===== config.mk =====
export PLATFORM = sky130hd
export DESIGN_NAME = onewire_rom_layer
export DESIGN_NICKNAME = d
export VERILOG_FILES = /design/src/rtl/onewire_rom_layer.sv
export SDC_FILE = /design/constraint.sdc
export NUM_CORES = 1
export LEC_CHECK = 0
export BUFFER_PORTS_ARGS = -buffer_cell sky130_fd_sc_hd__buf_2
export CAP_MARGIN = 20
export CELL_PAD_IN_SITES_DETAIL_PLACEMENT = 0
export CELL_PAD_IN_SITES_GLOBAL_PLACEMENT = 1
export CORE_MARGIN = 2
export CORE_UTILIZATION = 31
export DETAILED_ROUTE_END_ITERATION = 10
export PLACE_DENSITY_LB_ADDON = 0.25
export REMOVE_ABC_BUFFERS = 1
export SLEW_MARGIN = 0
export SYNTH_ARGS = -nofsm -noshare
export SYNTH_HDL_FRONTEND = slang
export SYNTH_SLANG_ARGS = --single-unit

===== constraint.sdc =====
create_clock -name clk -period 5.8 [get_ports clk]
set_clock_uncertainty 0.1 [all_clocks]
set_input_delay 1.16 -clock clk [delete_from_list [all_inputs] [get_ports clk]]
set_output_delay 1.16 -clock clk [all_outputs]
set_load 0.01 [all_outputs]

===== src/rtl/onewire_rom_layer.sv =====
// onewire_rom_layer: 1-Wire slave ROM-command layer (Read/Match/Skip ROM), forwards function bytes once selected
// Ports: clk, reset (async active-low); wire_reset bus-reset pulse; rx_byte/rx_done from byte stage;
//        tx_byte/tx_dir/tx_load to byte stage; fn_byte/fn_valid/selected to application; rom_crc ROM byte 7
module onewire_rom_layer #(
    parameter logic [7:0]  FAMILY = 8'h02,
    parameter logic [47:0] SERIAL = 48'h0000_0001_B81C
) (
    input  logic       clk,
    input  logic       reset,
    input  logic       wire_reset,
    input  logic [7:0] rx_byte,
    input  logic       rx_done,
    output logic [7:0] tx_byte,
    output logic       tx_dir,
    output logic       tx_load,
    output logic [7:0] fn_byte,
    output logic       fn_valid,
    output logic       selected,
    output logic [7:0] rom_crc
);
    typedef enum logic [2:0] {IDLE, ROM_CMD, READ_ROM, MATCH_ROM, SELECTED, UNSELECTED} state_t;
    state_t      r_state, w_state;
    logic [7:0]  r_crc;
    logic [55:0] r_sr;
    logic [5:0]  r_cnt;
    logic        r_rx_d1, r_rx_d2, w_rx_evt;
    logic [2:0]  r_idx, w_idx, w_idx_inc;
    logic [7:0]  w_tx_byte, w_fn_byte, w_rom_cur, w_rom_nxt;
    logic        w_tx_dir, w_tx_load, w_fn_valid, w_sel;
    logic [63:0] w_rom;
    // CRC is only published once all 56 ROM bits have been shifted through
    assign rom_crc   = (r_cnt == 6'd56) ? r_crc : 8'h00;
    assign w_rom     = {rom_crc, SERIAL, FAMILY};
    assign w_idx_inc = r_idx + 3'd1;
    assign w_rom_cur = w_rom[{r_idx, 3'b000} +: 8];
    assign w_rom_nxt = w_rom[{w_idx_inc, 3'b000} +: 8];
    // rx_done is sampled once, then edge-detected against its delayed copy
    assign w_rx_evt  = r_rx_d1 & ~r_rx_d2;
    always_ff @(posedge clk or negedge reset) begin
        if (!reset) begin
            r_crc <= 8'h00;
            r_sr  <= {SERIAL, FAMILY};
            r_cnt <= 6'd0;
        end else if (r_cnt != 6'd56) begin
            r_crc <= (r_crc >> 1) ^ ({8{r_crc[0] ^ r_sr[0]}} & 8'h8C);
            r_sr  <= r_sr >> 1;
            r_cnt <= r_cnt + 6'd1;
        end
    end
    always_ff @(posedge clk or negedge reset) begin
        if (!reset) begin
            r_state  <= IDLE;
            r_rx_d1  <= 1'b0;
            r_rx_d2  <= 1'b0;
            r_idx    <= 3'd0;
            tx_byte  <= 8'h00;
            tx_dir   <= 1'b0;
            tx_load  <= 1'b0;
            fn_byte  <= 8'h00;
            fn_valid <= 1'b0;
            selected <= 1'b0;
        end else begin
            r_state  <= w_state;
            r_rx_d1  <= rx_done;
            r_rx_d2  <= r_rx_d1;
            r_idx    <= w_idx;
            tx_byte  <= w_tx_byte;
            tx_dir   <= w_tx_dir;
            tx_load  <= w_tx_load;
            fn_byte  <= w_fn_byte;
            fn_valid <= w_fn_valid;
            selected <= w_sel;
        end
    end
    always_comb begin
        w_state    = r_state;
        w_idx      = r_idx;
        w_tx_byte  = tx_byte;
        w_tx_dir   = tx_dir;
        w_tx_load  = 1'b0;
        w_fn_byte  = fn_byte;
        w_fn_valid = 1'b0;
        w_sel      = selected;
        // a bus reset wins over a same-cycle byte, which is dropped
        if (wire_reset) begin
            w_state  = ROM_CMD;
            w_tx_dir = 1'b0;
            w_sel    = 1'b0;
            w_idx    = 3'd0;
        end else if (w_rx_evt) begin
            case (r_state)
                ROM_CMD: begin
                    w_idx = 3'd0;
                    if (rx_byte == 8'h33) begin
                        w_state   = READ_ROM;
                        w_tx_byte = FAMILY;
                        w_tx_dir  = 1'b1;
                        w_tx_load = 1'b1;
                    end else if (rx_byte == 8'h55) begin
                        w_state = MATCH_ROM;
                    end else if (rx_byte == 8'hCC) begin
                        w_state = SELECTED;
                        w_sel   = 1'b1;
                    end else begin
                        w_state = UNSELECTED;
                    end
                end
                READ_ROM: begin
                    if (r_idx == 3'd7) begin
                        w_state  = SELECTED;
                        w_tx_dir = 1'b0;
                        w_sel    = 1'b1;
                    end else begin
                        w_idx     = w_idx_inc;
                        w_tx_byte = w_rom_nxt;
                        w_tx_load = 1'b1;
                    end
                end
                MATCH_ROM: begin
                    if (rx_byte != w_rom_cur) begin
                        w_state = UNSELECTED;
                    end else if (r_idx == 3'd7) begin
                        w_state = SELECTED;
                        w_sel   = 1'b1;
                    end else begin
                        w_idx = w_idx_inc;
                    end
                end
                SELECTED: begin
                    w_fn_byte  = rx_byte;
                    w_fn_valid = 1'b1;
                end
                default: ;
            endcase
        end
    end
endmodule


==> flow_summary.toml, run 1 <==
[logic_synthesis]
synth_enable_flop_cells = 0
synthArstFlopShare = 1.00
avgSynthCellArea_sq_um = 9.08
ys_seq_area_frac = 0.521
ys_warn_count = 0
syn_inst = 357
synth_top_cell_by_area = "dfrtp_1"
netlist_top_cells_area = "dfrtp_1 45%, nand2_1 13%, dfstp_2 7.3%, ha_1 3.1%, nor2_1 2.7%"
netlist_area_sq_um = 3240
ys.flop_type = "dfrtp_1"
synth-seq-cells = 67
netlist-cell-type-count = 44
yosysTopAreaCellShare = 0.448

[final_layout]
area_growth_syn_to_layout_pct = 16.9
layout-drive-gt1-share = 0.182
nets = 416
diodes = 0
final_core_util = 0.370

[placement]
numPortBuffers = 39
hpwl_mm = 5.25
routabilityCongestion = 0.786

[routing]
wl_per_cell_microns = 14.3
drc_errors = 0
via_per_inst = 4.85
antenna_left = 0
vias = 2604
drtIter0Drc = 141
first_pass_iters = 4
drt-total-wl_mm = 7.66

[power_and_ir_drop]
p_total_w = 0.000986
p_per_area_nw_per_um2 = 260
vdd_drop_max_mv = 0.127
leakage_nw = 2.02

[sta]
timing.slew.headroom = 0.411
final-hold-violation-count = 0
tns_ns = 0
tightest_slew_ns = 0.883
fin_crit_sh = 0.561
drv_slew = 0
setup_violations = 0
max_freq_ghz = 0.307
rsz0062_at_grt = "false"
finalCriticalPeriod_ns = 3.25

[global_routing]
grt_start_max_net_pins = 68
grt_pass1_wl_mm = 12.8
grt.total_usage = 0.146
antenna_found_initial = 0
grt_overflow = 0
grt_pass1_vias = 2485

[clock_tree]
clk_latency_ns = 0.36
cts.path.max_buffers = 2
htree_levels = 3
cts_hold_buf = 0
clock-sinks = 67
post_cts_buffers = 0
cts_made_buffers = 9
root_buffer = "clkbuf_8"
postCtsResizedCells = 0
clk_pin_slew_ns = 0.07
cts_tree = "yes"

[run_status]
outcome = "complete, no violations"

[worst_setup_path]
cp-end-kind = "primary output"
path_class = "reg -> out"
crit_arrival_ns = 1.99
worst-path-max-fanout = 14
critPathLaunchType = "register"
required_ns = 4.54

[floorplanning]
coreArea_sq_um = 10200
chipWidth_microns = 106
chipHeight_microns = 106
io_pins = 40
rows = 37
start_util = 0.317
die_area_sq_um = 11300

[flow_run]
drv_cap = 0

[hold_path]
min_path_type = "reg -> reg"
==> per-layer routing <==
metal  up-vias  track usage  share of wire
li1       1278            -              -
met1      1261        0.200           0.49
met2        56        0.217           0.45
met3         9       0.0448          0.048
met4         0       0.0564          0.014
met5         -            0              0
==> through the flow <==
step           instance area (sq um)  hold WS (ns)  worst slack, ns  instances
2_1_floorplan                   3180         0.255             2.78        343
3_3_place_gp                    3560         0.263             2.90        520
3_5_place_dp                    3560         0.265             2.82        520
4_1_cts                         3770         0.279             2.54        536
5_1_grt                         3790         0.309             2.39        537
6_report                        3790         0.277             2.55        537
==> where the power goes <==
group          switching [W]  internal (W)
registers          0.0000112      0.000485
logic              0.0000464     0.0000266
clock network       0.000193      0.000223
==> area by class of cell <==
| type | count | area [sq um] |
|---|---|---|
| well taps | 136 | 170 |
| clock buffers | 11 | 151 |
| clock inverters | 5 | 60.1 |
| inverters | 15 | 56.3 |
| repair buffers | 42 | 225 |
| fillers | 1049 | 6440 |
| multi-input cells | 261 | 1440 |
| flip-flops and latches | 67 | 1690 |
==> cells in the final DEF, fill, tap and decap left out, types with 2 or more instances in the layout <==
master,instances
a21o_1,5
a21oi_1,12
a222oi_1,2
a22oi_1,4
a311o_1,2
a41oi_2,2
and2b_1,2
and3_1,10
and4_1,2
buf_2,39
buf_4,2
clkbuf_8,11
dfrtp_1,58
dfstp_2,9
ha_1,8
inv_1,15
mux2i_1,2
nand2_1,111
nand2b_1,7
nand3_1,9
nand4_1,2
nor2_1,23
nor2b_1,4
nor3_1,4
nor4_1,3
nor4_2,2
nor4bb_1,2
o21ai_0,16
o22ai_1,2
xnor2_1,8
xor2_1,4
==> kinds of logic (layout without fill, tap and decap cells) <==
group | after synthesis | after routing | share of synthesized area
AO/OA/AOI/OAI | 52 | 52 | 0.109
XOR/XNOR | 12 | 12 | 0.0324
adder cells (fa/ha/maj) | 8 | 8 | 0.0309
buffers and inverters | 29 | 73 | 0.0359
flip-flops | 67 | 67 | 0.521
multiplexers | 2 | 2 | 0.00618
AND/OR/NAND/NOR | 187 | 187 | 0.265
==> registers in the layout, indices dropped and copies added, names as in the netlist <==
name and count:
r_crc 8, r_rx_d1 1, r_sr 25, selected 1, fn_byte 8, r_state 3
tx_load 1, tx_byte 8, r_cnt 6, fn_valid 1, r_rx_d2 1, tx_dir 1
r_idx 3
==> worst max-delay path: stages, from the launching register on <==
cell and delay (ns):
dfrtp_1 0.43, and4b_1 0.61, nand3_1 0.29, inv_1 0.17
buf_2 0.14
==> cell usage after synthesis, types with 2 or more instances <==
library cell / instances
and2b_1: 2
mux2i_1: 2
nor4bb_1: 2
nand2b_1: 7
dfrtp_1: 58
and3_1: 10
inv_1: 15
xnor2_1: 8
a22oi_1: 4
a222oi_1: 2
ha_1: 8
nor2b_1: 4
nand3_1: 9
nor4_1: 3
nand2_1: 111
nor4_2: 2
a311o_1: 2
a41oi_2: 2
dfstp_2: 9
clkbuf_1: 12
nand4_1: 2
o22ai_1: 2
nor3_1: 4
nor2_1: 23
a21o_1: 5
and4_1: 2
xor2_1: 4
o21ai_0: 16
a21oi_1: 12
==> path summary, 6_finish.rpt <==
kind	endpoint	cells after the start	from	slack, ns
min in group asynchronous	fn_byte[5]	2	reset	0.88
hold reg to reg	r_rx_d2	0	r_rx_d1	0.28
setup reg to reg	r_idx[0]	8	r_cnt[2]	3.00
hold / removal	r_rx_d2	0	r_rx_d1	0.28
max in group asynchronous	r_sr[0]	2	reset	4.12
setup / recovery	rom_crc[5]	4	r_cnt[2]	2.55
(Power assumes the default switching activity.)
==> inputs of run 2 (changes only) <==
--- a/config.mk
+++ b/config.mk
@@ -5,6 +5,7 @@
 export SDC_FILE = /design/constraint.sdc
 export NUM_CORES = 1
 export LEC_CHECK = 0
+export ABC_AREA = 1
 export BUFFER_PORTS_ARGS = -buffer_cell sky130_fd_sc_hd__buf_2
 export CAP_MARGIN = 20
 export CELL_PAD_IN_SITES_DETAIL_PLACEMENT = 0
==> constraint.sdc (replaced) <==
create_clock -name clk -period 3.1 [get_ports clk]
set_clock_uncertainty 0.1 [all_clocks]
set_input_delay 0.62 -clock clk [delete_from_list [all_inputs] [get_ports clk]]
set_output_delay 0.62 -clock clk [all_outputs]
set_load 0.01 [all_outputs]
==> run 2 against run 1 <==
Net effect: sequential power rose by 85%; cell area rose by 3.4%; flip-flop and latch count did not move; critical endpoint is now rom_crc[6]; largest power group unchanged.
==> flow_summary.toml, run 2 <==
[floorplanning]
start_util = 0.315
io_pins = 40
chipHeight_microns = 108
chipWidth_microns = 108
coreArea_sq_um = 10700
die_area_sq_um = 11700
rows = 38

[final_layout]
stdcell_count = 603
layout-drive-gt1-share = 0.179
largest_register_ffs = 25
nets = 478
area_growth_syn_to_layout_pct = 16.4
diodes = 0
final_common_cell = "nand2_1"
regMostFlops = "r_sr"
final_cell_mix = "90 x nand2_1, 73 x inv_1, 58 x dfrtp_1, 51 x o21ai_0, 39 x buf_2"
design_area_sq_um = 3920
final_core_util = 0.366

[sta]
max_freq_ghz = 0.369
tns_ns = 0
final-hold-violation-count = 0
fin_crit_sh = 0.874
drv_slew = 0
rsz0062_at_grt = "false"
tightest_slew_ns = 0.766
setup_violations = 0
timing.slew.headroom = 0.490
finalCriticalPeriod_ns = 2.71

[clock_tree]
clk_pin_slew_ns = 0.09
cts.path.max_buffers = 2
htree_levels = 3
root_buffer = "clkbuf_8"
postCtsResizedCells = 0
post_cts_buffers = 0
cts_made_buffers = 9
cts_hold_buf = 0
cts_tree = "yes"
clk_latency_ns = 0.35
clock-sinks = 67

[global_routing]
grt_overflow = 0
grt_start_max_net_pins = 43
antenna_found_initial = 0
grt_pass1_wl_mm = 13.0
grt.total_usage = 0.144
grt_pass1_vias = 2640

[logic_synthesis]
netlist_top_cells_area = "dfrtp_1 43%, nand2_1 10%, inv_1 8.1%, o21ai_0 7.6%, dfstp_2 7.0%"
synth_top_cell_by_area = "dfrtp_1"
synthArstFlopShare = 1.00
ys_top_cells_by_count = "90 x nand2_1, 73 x inv_1, 58 x dfrtp_1"
syn_inst = 416
synth_enable_flop_cells = 0
yosysTopAreaCellShare = 0.431
avgSynthCellArea_sq_um = 8.09
ys_seq_area_frac = 0.501
netlist-cell-type-count = 34
netlist_area_sq_um = 3370
synth_most_common_cell = "nand2_1"
ys.flop_type = "dfrtp_1"
synth-seq-cells = 67
ys_warn_count = 0

[worst_setup_path]
critPathLaunchType = "register"
required_ns = 2.38
crit_arrival_ns = 1.99
cp-end-kind = "primary output"
worst-path-max-fanout = 36
r2r_slack_ns = 0.67
path_class = "reg -> out"

[routing]
antenna_left = 0
via_per_inst = 4.49
drtIter0Drc = 159
drt-total-wl_mm = 7.47
vias = 2707
first_pass_iters = 5
wl_per_cell_microns = 12.4
drc_errors = 0

[power_and_ir_drop]
p_per_area_nw_per_um2 = 463
vdd_drop_max_mv = 0.208
p_total_w = 0.00181
leakage_nw = 1.88

[hold_path]
min_path_type = "in -> async"

[placement]
dp_cells = 587
routabilityCongestion = 0.755
hpwl_mm = 5.58
placed_area_sq_um = 3720
numPortBuffers = 39

[run_status]
outcome = "complete, no violations"

[flow_run]
drv_cap = 0
run 2: cell families after synthesis:
group                      synth area share
adders and majority gates            0.0297
DFF                                   0.501
AOI/OAI and AO/OA                     0.108
and+or+nand+nor                       0.246
xor gates and xnor gates             0.0156
buffers and inverters                 0.100
run 2: cell type report:
type,instances,area (sq um)
Tap cell,140,175
Inverter,77,289
Clock buffer,10,128
Fill cell,1163,6780
Sequential cell,67,1690
Multi-Input combinational cell,262,1340
Clock inverter,6,73.8
Timing Repair Buffer,41,223
run 2: metrics by stage:
stage	setup WS (ns)	hold WS, ns
2_1_floorplan	0.583	0.224
6_report	0.392	0.233
3_3_place_gp	0.612	0.260
3_5_place_dp	0.611	0.264
5_1_grt	0.185	0.259
4_1_cts	0.326	0.259
run 2: metal layers:
layer | GRT usage | vias to the layer above | share of wire
met5 | 0 | - | 0
met4 | 0.0531 | 0 | 0.019
met3 | 0.0386 | 10 | 0.043
met2 | 0.196 | 57 | 0.40
met1 | 0.216 | 1242 | 0.54
li1 | - | 1398 | -
run 2: path summary, 6_finish.rpt:
check	from	end	depth (start not counted)
min in group clk	r_rx_d1	r_rx_d2	0
setup / recovery	r_cnt[0]	rom_crc[6]	7
hold reg to reg	r_rx_d1	r_rx_d2	0
setup reg to reg	r_cnt[0]	r_idx[0]	16
max in group asynchronous	reset	r_sr[1]	2
hold / removal	reset	r_sr[22]	1
run 2: power breakdown:
| group | internal (W) | switching [W] | total (W) |
|---|---|---|---|
| Clock | 0.000380 | 0.000361 | 0.000741 |
| Combinational | 0.0000531 | 0.0000986 | 0.000152 |
| Sequential | 0.000902 | 0.0000173 | 0.000920 |
run 2: critical path, stage by stage (launching register included):
cell and delay, ns:
dfrtp_1 0.39, inv_1 0.11, ha_1 0.15, nand3_1 0.11, nor2_4 0.11, inv_2 0.21, nor2_1 0.35, buf_2 0.20
